## config.mk

```make
export PLATFORM = sky130hd
export DESIGN_NAME = adc_scan_sequencer
export DESIGN_NICKNAME = d
export VERILOG_FILES = /design/src/rtl/adc_scan_sequencer.sv
export SDC_FILE = /design/constraint.sdc
export NUM_CORES = 1
export LEC_CHECK = 0
export ABC_AREA = 1
export CORE_AREA = 2 2 106 108
export DETAILED_ROUTE_END_ITERATION = 6
export DIE_AREA = 0 0 108 110
export GPL_TIMING_DRIVEN = 0
export PLACE_DENSITY_LB_ADDON = 0.15
export SYNTH_ARGS = -nofsm -noshare
export SYNTH_HDL_FRONTEND = slang
export SYNTH_SLANG_ARGS = --single-unit
```

## constraint.sdc

```tcl
create_clock -name clk -period 2.51 [get_ports clk]
set_clock_uncertainty 0.05 [all_clocks]
set_input_delay 0.502 -clock clk [delete_from_list [all_inputs] [get_ports clk]]
set_output_delay 0.502 -clock clk [all_outputs]
set_load 0.01 [all_outputs]
```

## src/rtl/adc_scan_sequencer.sv

```systemverilog
// adc_scan_sequencer: walks the enabled ADC channels, issues conversion
// requests to an LTC2308 core, optionally averages 2^AVG_LOG2 results per
// channel and publishes one 12-bit result slot per channel.
//
// Core handshake: measure_start is a one-cycle request for channel
// measure_ch; the core answers by raising measure_done (a level) with
// measured_data valid while it is high. Only the rising edge of
// measure_done counts as a completed conversion, and only while in WAIT.
module adc_scan_sequencer #(
  parameter int NUM_CH   = 6,
  parameter int AVG_LOG2 = 0,
  parameter int TIMEOUT  = 4095
) (
  input  logic                 clk,
  input  logic                 rst_n,
  input  logic                 enable,
  input  logic                 mode_single,
  input  logic                 start,
  input  logic [NUM_CH-1:0]    ch_mask,
  input  logic                 err_clr,
  output logic                 measure_start,
  output logic [2:0]           measure_ch,
  input  logic                 measure_done,
  input  logic [11:0]          measured_data,
  output logic [NUM_CH*12-1:0] ch_data,
  output logic [NUM_CH-1:0]    ch_valid,
  output logic                 sweep_done,
  output logic                 busy,
  output logic                 timeout_err,
  output logic [2:0]           state_dbg
);

  localparam int ACC_W = 12 + AVG_LOG2;
  localparam int CNT_W = AVG_LOG2 + 1;
  localparam int TMO_W = $clog2(TIMEOUT + 1);
  localparam logic [CNT_W-1:0] N_SAMPLES = CNT_W'(1 << AVG_LOG2);

  typedef enum logic [2:0] {
    S_IDLE   = 3'd0,
    S_SELECT = 3'd1,
    S_START  = 3'd2,
    S_WAIT   = 3'd3,
    S_STORE  = 3'd4
  } state_t;

  state_t             state, state_nxt;
  logic [NUM_CH-1:0]  mask_q;
  logic               first_q;
  logic [2:0]         cur_ch;
  logic [ACC_W-1:0]   acc;
  logic [CNT_W-1:0]   sample_cnt;
  logic [TMO_W-1:0]   tmo_cnt;
  logic               done_q;

  logic               found;
  logic [2:0]         next_ch;
  logic               done_edge;
  logic               tmo_hit;
  logic               last_sample;
  logic               launch;

  assign done_edge   = measure_done & ~done_q;
  assign tmo_hit     = (tmo_cnt == TMO_W'(TIMEOUT));
  assign last_sample = ((sample_cnt + CNT_W'(1)) == N_SAMPLES);
  assign launch      = enable & (~mode_single | start);
  assign measure_ch  = cur_ch;

  // Lowest enabled channel above the current one (any channel on the first step).
  always_comb begin
    found   = 1'b0;
    next_ch = '0;
    for (int i = NUM_CH - 1; i >= 0; i--) begin
      if (mask_q[i] && (first_q || (3'(i) > cur_ch))) begin
        found   = 1'b1;
        next_ch = 3'(i);
      end
    end
  end

  // State register.
  always_ff @(posedge clk or negedge rst_n) begin
    if (!rst_n) state <= S_IDLE;
    else        state <= state_nxt;
  end

  // Next-state logic; a dropped enable is honoured only at conversion boundaries.
  always_comb begin
    state_nxt = state;
    case (state)
      S_IDLE:   if (launch) state_nxt = S_SELECT;
      S_SELECT: begin
        if (!enable)    state_nxt = S_IDLE;
        else if (found) state_nxt = S_START;
        else            state_nxt = S_IDLE;
      end
      S_START:  state_nxt = S_WAIT;
      S_WAIT: begin
        if (done_edge) begin
          if (!enable)         state_nxt = S_IDLE;
          else if (last_sample) state_nxt = S_STORE;
          else                 state_nxt = S_START;
        end else if (tmo_hit) begin
          state_nxt = enable ? S_SELECT : S_IDLE;
        end
      end
      S_STORE:  state_nxt = S_SELECT;
      default:  state_nxt = S_IDLE;
    endcase
  end

  // Decoded outputs; all of them are inactive in IDLE.
  always_comb begin
    measure_start = (state == S_START);
    busy          = (state != S_IDLE);
    sweep_done    = (state == S_SELECT) && enable && !found;
    state_dbg     = state;
  end

  // Datapath: mask latch, channel pointer, accumulator, counters and result slots.
  always_ff @(posedge clk or negedge rst_n) begin
    if (!rst_n) begin
      mask_q     <= '0;
      first_q    <= 1'b0;
      cur_ch     <= '0;
      acc        <= '0;
      sample_cnt <= '0;
      tmo_cnt    <= '0;
      done_q     <= 1'b0;
      ch_data    <= '0;
      ch_valid   <= '0;
    end else begin
      done_q   <= measure_done;
      ch_valid <= '0;
      case (state)
        S_IDLE: begin
          if (launch) begin
            mask_q  <= ch_mask;
            first_q <= 1'b1;
          end
        end
        S_SELECT: begin
          if (enable && found) begin
            cur_ch     <= next_ch;
            first_q    <= 1'b0;
            acc        <= '0;
            sample_cnt <= '0;
          end
        end
        S_START: tmo_cnt <= '0;
        S_WAIT: begin
          if (done_edge) begin
            acc        <= acc + ACC_W'(measured_data);
            sample_cnt <= sample_cnt + CNT_W'(1);
          end else if (!tmo_hit) begin
            tmo_cnt <= tmo_cnt + TMO_W'(1);
          end
        end
        S_STORE: begin
          for (int i = 0; i < NUM_CH; i++) begin
            if (cur_ch == 3'(i)) begin
              ch_data[i*12 +: 12] <= acc[AVG_LOG2 +: 12];
              ch_valid[i]         <= 1'b1;
            end
          end
        end
        default: ;
      endcase
    end
  end

  // Sticky timeout flag; a new timeout wins over a simultaneous clear.
  always_ff @(posedge clk or negedge rst_n) begin
    if (!rst_n)                                         timeout_err <= 1'b0;
    else if ((state == S_WAIT) && !done_edge && tmo_hit) timeout_err <= 1'b1;
    else if (err_clr)                                   timeout_err <= 1'b0;
  end

endmodule

```

==> results.py <==
metrics = {
    "run_status": {
        "status": "finished clean",
    },
    "critical_path": {
        "worst_ep_arrival_time_ns": 1.87,
        "crit_fanout": 4,
        "slowest_delay_ns": 0.58,
        "critPathLaunchType": "flop",
        "critPathBufInv": 2,
        "cp_slowest_cell": "clkdlybuf4s50_1",
        "crit_required_ns": 1.96,
        "path_class": "flop to output port",
        "path_cells": "inv_2, nand2_1, nor2_1, clkdlybuf4s50_1",
        "worst_setup_path_end_kind": "output port",
        "r2r_slack_ns": 0.52,
        "worst_path_dominant_cell_family": "buffers and inverters",
    },
    "floorplanning": {
        "rows": 38,
        "chipHeight_um": 110,
        "start_util": 0.498,
        "pin_count": 113,
        "core_um2": 10700,
        "die_area_um2": 11900,
        "die_w_um": 108,
    },
    "sta": {
        "whs_ns": 0.432,
        "final.min_clock_period_ns": 2.42,
        "finalSetupViolCount": 0,
        "worst_slew_pin_slew_ns": 0.493,
        "maxSlewViolCount": 0,
        "max_freq_mhz": 413,
        "finalHoldViolCount": 0,
        "fin_crit_sh": 0.966,
        "rsz0062_at_grt": "no",
        "slew_headroom": 0.671,
    },
    "cts": {
        "numClockSinks": 118,
        "cts_tree": "done",
        "clk_latency_ns": 0.52,
        "cts_max_level": 4,
        "numCtsBuffers": 17,
        "cts.path.max_buffers": 2,
        "root_buffer": "clkbuf_8",
        "clk_pin_slew_ns": 0.06,
    },
    "cells_and_area": {
        "n_antenna_cell": 0,
        "fin_nets": 771,
        "layout-drive-gt1-share": 0.122,
        "area_growth_pct": 36.9,
        "final_cell_area_um2": 7290,
    },
    "global_routing": {
        "grt_pass1_wl_mm": 21.1,
        "grt_max_degree": 65,
        "grt_pass1_vias": 4425,
        "gr-total-overflow": 0,
        "grtUsageTotal": 0.231,
        "antenna_found_initial": 0,
    },
    "logic_synthesis": {
        "yosysTopAreaCellShare": 0.554,
        "synth_top_cell_by_area": "dfrtp_1",
        "syn_nets": 634,
        "yosysSeqAreaShare": 0.554,
        "avgSynthCellArea_um2": 8.94,
        "synth_area_um2": 5330,
        "async_reset_ff_frac": 1.00,
        "synth-seq-cells": 118,
        "synth.distinct_cells": 34,
        "ys.flop_type": "dfrtp_1",
        "synth_edf_count": 0,
        "synthTopCellsByArea": "dfrtp_1 55%, nand2_1 10%, o21ai_0 5.3%",
        "synthCells": 596,
        "ys_warn_count": 0,
    },
    "placement": {
        "dpl_cell_area_um2": 6650,
        "io_buffers": 112,
        "gp_congestion": 0.856,
        "dp_hpwl_mm": 9.38,
    },
    "detailed_routing": {
        "dr.pass1.iters": 5,
        "drc": 0,
        "drt_iter0_drc": 243,
        "wl_mm": 12.7,
        "antenna_left": 0,
        "vias_per_cell": 5.14,
        "dr_total_vias": 4554,
        "wl_per_cell_um": 14.3,
    },
    "power": {
        "switching_share": 0.344,
        "clockPowerShare": 0.345,
        "vdd_ir_drop_max_mv": 0.526,
        "seqPwrFrac": 0.349,
        "internal-power_uw": 4630,
        "power.net_switching_uw": 2420,
        "p_per_area_nw_per_um2": 967,
        "leakagePower_uw": 0.00345,
        "combPwrFrac": 0.307,
    },
    "hold_path": {
        "hp-class": "flop to flop",
    },
    "flow_run": {
        "max_cap_viol_count": 0,
    },
}
[metal layers]
layer,vias up,global-route usage,routed length [um]
li1,2222,-,-
met1,2179,0.296,5540
met2,135,0.390,6310
met3,18,0.0582,691
met4,0,0.0705,173
met5,-,0,0
[cell families after synthesis]
logic type                 count (synthesis)  synth area share
AOI/OAI and AO/OA                        108             0.110
buffers and inverters                     70            0.0554
adders and majority gates                 13            0.0319
xor gates and xnor gates                   9            0.0148
and+or+nand+nor                          273             0.223
DFF                                      118             0.554
muxes                                      5            0.0106
[worst min-delay path, stage by stage, from the launching register on]
cell     delay (ns)
dfrtp_1        0.34
nand2_1        0.05
o21ai_0        0.06
[path summary, 6_finish.rpt]
kind                         startpoint            end  cells past startpoint
hold reg to reg             ch_data[19]    ch_data[19]                      2
setup reg to reg                 acc[0]         acc[8]                      9
max in group asynchronous         rst_n    ch_data[40]                      3
setup / recovery           state_dbg[2]  measure_start                      4
min in group asynchronous         rst_n     ch_data[0]                      2
hold / removal              ch_data[19]    ch_data[19]                      2
[cells in the final DEF (no fill, tap or decap), types with 2 or more instances in the layout]
master / n
ha_1: 12
or2_2: 4
o22ai_1: 2
nand4_1: 5
o21ai_0: 56
inv_1: 48
inv_6: 3
a21oi_1: 41
dfrtp_2: 2
nand3_1: 36
clkbuf_16: 16
xor2_1: 8
bufinv_16: 3
dfrtp_1: 116
nor2_2: 5
a21oi_4: 2
clkinvlp_4: 3
clkinv_4: 3
nand3_2: 3
o21bai_1: 2
buf_4: 7
mux2_2: 5
nand2_2: 15
clkbuf_8: 2
nor3_1: 4
clkdlybuf4s50_1: 110
clkbuf_1: 8
nand2_1: 144
clkinv_2: 2
buf_2: 5
inv_2: 6
nor2_1: 54
[what timing repair did]
action	CTS	global route
gates resized for setup	5	2
pin swaps	0	1
hold buffers	1	0
endpoints found under the setup margin	1	1
hold endpoints to repair	54	0
setup buffers	3	1
[cells in the mapped netlist (2+ instances only)]
cell and number:
nand2_1 144, dfrtp_1 118, o21ai_0 56, nor2_1 54, inv_1 49, a21oi_1 41, nand3_1 36, nand2_2 15
ha_1 12, clkbuf_1 8, xor2_1 8, inv_2 5, mux2_2 5, nand4_1 5, nor2_2 5, buf_2 4
nor3_1 4, or2_2 4, buf_4 3, nand3_2 3, a21oi_4 2, o21bai_1 2, o22ai_1 2
[sequential cells by signal, indices dropped and copies added (netlist names)]
signal / cells
timeout_err: 1
state_dbg: 3
ch_valid: 6
ch_data: 72
first_q: 1
mask_q: 6
sample_cnt: 1
measure_ch: 3
tmo_cnt: 12
done_q: 1
acc: 12
[stage by stage]
step	setup TNS, ns	utilization	std cells	setup slack, ns	total power [uW]
floorplan	0	-	596	0.542	3820
global placement	-413.58	0.619	848	-3.51	4510
detailed placement	-0.0305	0.622	849	-0.0305	4580
CTS	0	0.682	885	0.0184	7060
global route	0	0.682	886	0.00229	7480
finish	0	0.682	886	0.0858	7050
[power groups by stage]
stage	Combinational (uW)	Clock, uW	Sequential, uW
floorplan	1330	0	2480
global placement	2030	0	2480
detailed placement	2090	0	2490
CTS	2150	2460	2460
global route	2410	2570	2500
finish	2160	2430	2460
[final cells by class]
class                   count  area [um2]
flip-flops and latches    118        2960
repair buffers            118        1180
clock inverters            14         175
inverters                  54         203
multi-input cells         408        2080
fillers                   833        3400
clock buffers              18         428
plain buffers              16        92.6
well taps                 140         175
Power figures use the tool's default switching activity.
